===== config.mk =====
export PLATFORM = sky130hd
export DESIGN_NAME = pc_sequencer
export DESIGN_NICKNAME = d
export VERILOG_FILES = /design/src/rtl/pc_sequencer.sv
export SDC_FILE = /design/constraint.sdc
export NUM_CORES = 1
export LEC_CHECK = 0
export CORE_ASPECT_RATIO = 1.2
export CORE_MARGIN = 8
export CORE_UTILIZATION = 58
export CTS_CLUSTER_SIZE = 20
export DETAILED_ROUTE_END_ITERATION = 10
export PLACE_DENSITY_LB_ADDON = 0.15
export SYNTH_ARGS = -nofsm -noshare
export SYNTH_HDL_FRONTEND = slang
export SYNTH_SLANG_ARGS = --single-unit
export TNS_END_PERCENT = 20

===== constraint.sdc =====
create_clock -name clk -period 12.6 [get_ports clk]
set_input_delay 3.15 -clock clk [delete_from_list [all_inputs] [get_ports clk]]
set_output_delay 3.15 -clock clk [all_outputs]
set_load 0.02 [all_outputs]

===== src/rtl/pc_sequencer.sv =====
// rtl/pc_sequencer.sv - program counter register with vectored ISR entry and hardware return stack
//
// Purpose: holds the CPU program counter and selects its next value from the
// controller's pc_op. Interrupt entry pushes the interrupted pc onto a small
// LIFO so nested ISRs return without a register-file save.
//
// Ports:
//   clk, reset        clock; synchronous active-high reset
//   enable            1 = apply pc_op this cycle, 0 = hold all state
//   pc_op             0 NOP, 1 PLUS, 2 LOAD_RFA, 3 LOAD_CALC, 4 ISR, 5 IRET, 6 SOFT_RESET, 7 NOP
//   rfa_value         register-file jump target, also the IRET fallback on an empty stack
//   calc_value        ALU-computed jump target
//   vector_index      ISR vector selector
//   pc, pc_plus       current pc (registered) and pc + INSTR_BYTES (combinational)
//   depth             occupied return-stack entries; stack_empty / stack_full decode it
//   misaligned        one-cycle pulse: a loaded target had its low bits discarded
//   overflow          one-cycle pulse: ISR with the stack full
//   underflow         one-cycle pulse: IRET with the stack empty

module pc_sequencer #(
    parameter int unsigned           ADDR_WIDTH   = 32,
    parameter int unsigned           INSTR_BYTES  = 4,
    parameter logic [ADDR_WIDTH-1:0] RESET_VECTOR = 'h0000_0000,
    parameter logic [ADDR_WIDTH-1:0] VECTOR_BASE  = 'h0000_0100,
    parameter int unsigned           VECTOR_COUNT = 16,
    parameter int unsigned           SAVE_DEPTH   = 4
) (
    input  logic                              clk,
    input  logic                              reset,
    input  logic                              enable,
    input  logic [2:0]                        pc_op,
    input  logic [ADDR_WIDTH-1:0]             rfa_value,
    input  logic [ADDR_WIDTH-1:0]             calc_value,
    input  logic [$clog2(VECTOR_COUNT)-1:0]   vector_index,
    output logic [ADDR_WIDTH-1:0]             pc,
    output logic [ADDR_WIDTH-1:0]             pc_plus,
    output logic [$clog2(SAVE_DEPTH+1)-1:0]   depth,
    output logic                              stack_empty,
    output logic                              stack_full,
    output logic                              misaligned,
    output logic                              overflow,
    output logic                              underflow
);

    localparam int unsigned           DEPTH_W   = $clog2(SAVE_DEPTH + 1);
    localparam logic [ADDR_WIDTH-1:0] LOW_MASK  = ADDR_WIDTH'(INSTR_BYTES - 1);
    localparam logic [ADDR_WIDTH-1:0] STEP      = ADDR_WIDTH'(INSTR_BYTES);
    localparam logic [DEPTH_W-1:0]    DEPTH_MAX = DEPTH_W'(SAVE_DEPTH);

    typedef enum logic [2:0] {
        OP_NOP        = 3'd0,
        OP_PLUS       = 3'd1,
        OP_LOAD_RFA   = 3'd2,
        OP_LOAD_CALC  = 3'd3,
        OP_ISR        = 3'd4,
        OP_IRET       = 3'd5,
        OP_SOFT_RESET = 3'd6,
        OP_NOP7       = 3'd7
    } pc_op_e;

    // Parameter sanity checks at elaboration.
    if (INSTR_BYTES == 0 || (INSTR_BYTES & (INSTR_BYTES - 1)) != 0) begin : g_bad_instr_bytes
        $error("pc_sequencer: INSTR_BYTES must be a power of 2");
    end
    if (VECTOR_COUNT < 2 || (VECTOR_COUNT & (VECTOR_COUNT - 1)) != 0) begin : g_bad_vector_count
        $error("pc_sequencer: VECTOR_COUNT must be a power of 2 and >= 2");
    end
    if ((RESET_VECTOR & LOW_MASK) != '0) begin : g_bad_reset_vector
        $error("pc_sequencer: RESET_VECTOR is not instruction aligned");
    end
    if ((VECTOR_BASE & LOW_MASK) != '0) begin : g_bad_vector_base
        $error("pc_sequencer: VECTOR_BASE is not instruction aligned");
    end
    if (SAVE_DEPTH < 1) begin : g_bad_save_depth
        $error("pc_sequencer: SAVE_DEPTH must be >= 1");
    end

    logic [ADDR_WIDTH-1:0] pc_q, pc_d;
    logic [DEPTH_W-1:0]    depth_q, depth_d;
    logic                  misaligned_q, misaligned_d;
    logic                  overflow_q, overflow_d;
    logic                  underflow_q, underflow_d;
    logic [ADDR_WIDTH-1:0] stack_q [SAVE_DEPTH];

    pc_op_e                op;
    logic                  push;
    logic                  full;
    logic                  empty;
    logic [ADDR_WIDTH-1:0] top_entry;
    logic [ADDR_WIDTH-1:0] vector_addr;

    assign op          = pc_op_e'(pc_op);
    assign full        = (depth_q == DEPTH_MAX);
    assign empty       = (depth_q == '0);
    assign vector_addr = VECTOR_BASE + ADDR_WIDTH'(vector_index) * STEP;

    // Top of stack lives at index depth-1; selecting by compare keeps the
    // index width independent of whether SAVE_DEPTH is a power of 2.
    always_comb begin
        top_entry = '0;
        for (int i = 0; i < int'(SAVE_DEPTH); i++) begin
            if (DEPTH_W'(i + 1) == depth_q) begin
                top_entry = stack_q[i];
            end
        end
    end

    always_comb begin
        pc_d         = pc_q;
        depth_d      = depth_q;
        misaligned_d = 1'b0;
        overflow_d   = 1'b0;
        underflow_d  = 1'b0;
        push         = 1'b0;
        if (enable) begin
            unique case (op)
                OP_PLUS: begin
                    pc_d = pc_q + STEP;
                end
                OP_LOAD_RFA: begin
                    pc_d         = rfa_value & ~LOW_MASK;
                    misaligned_d = |(rfa_value & LOW_MASK);
                end
                OP_LOAD_CALC: begin
                    pc_d         = calc_value & ~LOW_MASK;
                    misaligned_d = |(calc_value & LOW_MASK);
                end
                OP_ISR: begin
                    if (!full) begin
                        push    = 1'b1;
                        depth_d = depth_q + DEPTH_W'(1);
                        pc_d    = vector_addr;
                    end else begin
                        // Vector 0 is the stack-overflow handler.
                        pc_d       = VECTOR_BASE;
                        overflow_d = 1'b1;
                    end
                end
                OP_IRET: begin
                    if (!empty) begin
                        pc_d         = top_entry & ~LOW_MASK;
                        misaligned_d = |(top_entry & LOW_MASK);
                        depth_d      = depth_q - DEPTH_W'(1);
                    end else begin
                        // Software saved the return address in a register.
                        pc_d         = rfa_value & ~LOW_MASK;
                        misaligned_d = |(rfa_value & LOW_MASK);
                        underflow_d  = 1'b1;
                    end
                end
                OP_SOFT_RESET: begin
                    pc_d    = RESET_VECTOR;
                    depth_d = '0;
                end
                default: begin
                end
            endcase
        end
    end

    always_ff @(posedge clk) begin
        if (reset) begin
            pc_q         <= RESET_VECTOR;
            depth_q      <= '0;
            misaligned_q <= 1'b0;
            overflow_q   <= 1'b0;
            underflow_q  <= 1'b0;
        end else begin
            pc_q         <= pc_d;
            depth_q      <= depth_d;
            misaligned_q <= misaligned_d;
            overflow_q   <= overflow_d;
            underflow_q  <= underflow_d;
        end
    end

    // Stack contents need no reset: depth alone decides what is valid.
    always_ff @(posedge clk) begin
        if (push && !reset) begin
            for (int i = 0; i < int'(SAVE_DEPTH); i++) begin
                if (DEPTH_W'(i) == depth_q) begin
                    stack_q[i] <= pc_q;
                end
            end
        end
    end

    assign pc          = pc_q;
    assign pc_plus     = pc_q + STEP;
    assign depth       = depth_q;
    assign stack_empty = empty;
    assign stack_full  = full;
    assign misaligned  = misaligned_q;
    assign overflow    = overflow_q;
    assign underflow   = underflow_q;

endmodule


==> out/summary.txt <==
EDFF count, synth = 120
Slew margin rel. = 26.4%
CTS clk-pin slew, worst paths = 0.06 ns
Fin Hold WS = 0.550 ns
Crit path DAT = 3.51 ns
Clock Latency Late Sink = 0.43 ns
Setup TNS = 0 ns
Place WS = 6.42 ns
Peak supply drop = 0.0863 mV
Drt wl/cell = 27.0 µm
Outcome = finished, final reports clean
Critical path class = reg -> out
#FFs+latches synth = 156
I/O pin count = 146
First-pass GRT wire length = 44.9 mm
Post-CTS setup buffer count = 0
Critical path peak fanout = 11
Initial antenna violation count = 0
Post-synth top area share = 43.2%
Post-detail-place hpwl = 19.9 mm
Worst path required time = 9.45 ns
Layout cell share with drive strength beyond 1 = 7.78%
CTS tree = built
Vias in the first global route = 7,641
Clock sinks = 156
Largest net degree at the start of global routing = 60
Area of the multi-input gates = 3630 µm²
Vias = 7,744
Finished Core Util = 73.0%
DRT Pass-1 Iters = 6
R2R depth = 6
RSZ-0062 raised after global routing = no
Register area share after synthesis = 51.8%
FILL cells = 1,065
Final Wtd Congestion = 0.961
CTS root buf = clkbuf_16
Grt total ovfl = 0
Critical path launch point type = register
Tightest Hold Check Type = reg -> reg
Fmax = 150 MHz
Chip height = 147 µm
# rows = 48
Pins Over Slew Limit = 0
Min Tclk post-route = 6.66 ns
Die width = 125 µm
Placed Area = 9780 µm²
Cell taking the most area after synthesis = edfxtp_1
Worst slew pin tran = 1.09 ns
Vias per cell = 7.03
Placeable Area = 14,200 µm²
Top-count cell post-synth = edfxtp_1
Count of cell types in the netlist = 78
Post-layout net count = 994
Final setup margin = 5.94 ns
Worst hold path depth = 2
Worst R2R Start = depth[0]
Final Skew = 0.00914 ns
Top post-synthesis cells by area = edfxtp_1 (43%), dfxtp_1 (8.6%), o21ai_0 (4.1%)
Dominant synthesized flop cell = edfxtp_1
Synthesis-to-layout area growth = 24.6%
Critical Path End Type = primary output
R2R setup slack = 9.28 ns
Yosys Warn Count = 0
Initial core utilization = 58.6%
Cts repair resizes = 0
Post-Route WL = 29.7 mm
PwrDens = 128 nW/µm²
Antenna diodes = 0
Cell Area, Synth = 8340 µm²
Final Cycle Share = 52.8%
CTS Hold Bufs = 0
Final Instance Area = 10,400 µm²
IO Port Bufs = 141
DRC viols = 0
Detail Route Antenna Nets = 0
Gr usage total = 31.6%
Fin. Hold Viols = 0
Critical Path Start = pc[2]
Worst R2R End = stack_q[2][16]
Post-synth top cells = edfxtp_1 (120), nand2_1 (70), o21ai_0 (68)
Sequential Area = 4330 µm²
Max Cap Violations = 0
Die ar. = 18,500 µm²
Gate Count Post-Synth = 806
CP Capture Point = pc_plus[20]
Synth async-reset ratio = 0%
Mean Syn Cell Area = 10.4 µm²
Htree depth = 4
Setup Viol. Count Final = 0
Leak Pwr = 3.46 nW
Total CTS buffers = 17
CTS max path bufs = 2
Initial DRC count = 1,173
cell type report:
| class | count | share of cell area, % |
|---|---|---|
| tap | 175 | 2.11 |
| sequential | 156 | 41.6 |
| clock inverter | 12 | 1.57 |
| multi-input combinational | 561 | 34.9 |
| clock buffer | 20 | 4.30 |
| timing repair buffer | 159 | 14.8 |
| inverter | 18 | 0.650 |
through the flow:
| step | std cells | total power, mW |
|---|---|---|
| floorplan | 809 | 0.704 |
| global placement | 1069 | 0.799 |
| detailed placement | 1069 | 0.802 |
| CTS | 1101 | 1.32 |
| global route | 1101 | 1.36 |
| finish | 1101 | 1.33 |
cell usage in the layout (no fill, tap or decap), types with 8 or more instances in the layout:
master	Yosys	final
edfxtp_1	120	120
a221o_1	8	8
nor2_1	33	31
clkdlybuf4s50_1	0	140
nand3_1	27	27
dfxtp_1	36	35
a211oi_1	18	18
a31oi_1	10	10
o211ai_1	22	22
nor3_1	8	8
nor2b_1	18	16
buf_4	4	18
clkbuf_16	0	17
o21ai_0	68	67
a21oi_1	59	58
nand2_1	70	70
inv_1	17	17
a221oi_1	27	27
nor4_1	8	8
and3_1	8	8
a21o_1	11	11
nand4_1	14	14
xnor2_1	20	20
mux2i_1	14	14
report_power, final:
group | total [mW] | internal, mW | switching, mW
Clock | 0.530 | 0.319 | 0.210
Sequential | 0.597 | 0.567 | 0.0298
Combinational | 0.201 | 0.0868 | 0.114
Total | 1.33 | 0.973 | 0.354
flip-flops by register name, indices dropped and copies added (netlist names):
signal      flops
underflow       1
misaligned      1
overflow        1
stack_q       120
depth           3
pc             30
critical path, cell delays in order (launching register included):
cell and delay (ns):
dfxtp_1 0.56, ha_1 0.34, nand4_1 0.26, nor4_1 0.73, nand4_1 0.20, xnor2_1 0.31, clkdlybuf4s50_1 0.67
routing by layer:
| metal | vias up | wire, µm | GRT usage [%] | part of all wire, % |
|---|---|---|---|---|
| li1 | 3308 | - | - | - |
| met3 | 124 | 3480 | 8.47 | 12 |
| met4 | 0 | 1280 | 16.2 | 4.3 |
| met5 | - | 0 | 0 | 0 |
| met2 | 639 | 13700 | 49.0 | 46 |
| met1 | 3673 | 11300 | 40.1 | 38 |
worst min path at each step:
stage,from,end
after CTS,stack_q[3][4],pc[4]
after detailed placement,stack_q[3][4],pc[4]
final,stack_q[3][4],pc[4]
after floorplan,stack_q[3][4],pc[4]
after global routing,pc[30],stack_q[0][30]
after global placement,depth[0],depth[0]
cells by family after synthesis:
group                    after synthesis  share of synthesized area [%]
AO/OA/AOI/OAI                        284                           23.0
AND/OR/NAND/NOR                      224                           14.3
multiplexers                          14                           1.68
buffers and inverters                 92                           5.08
flip-flops                           156                           51.8
adder cells (fa/ha/maj)                7                           1.05
XOR/XNOR                              28                           3.03
other                                  1                         0.0449
(Power assumes the default switching activity.)
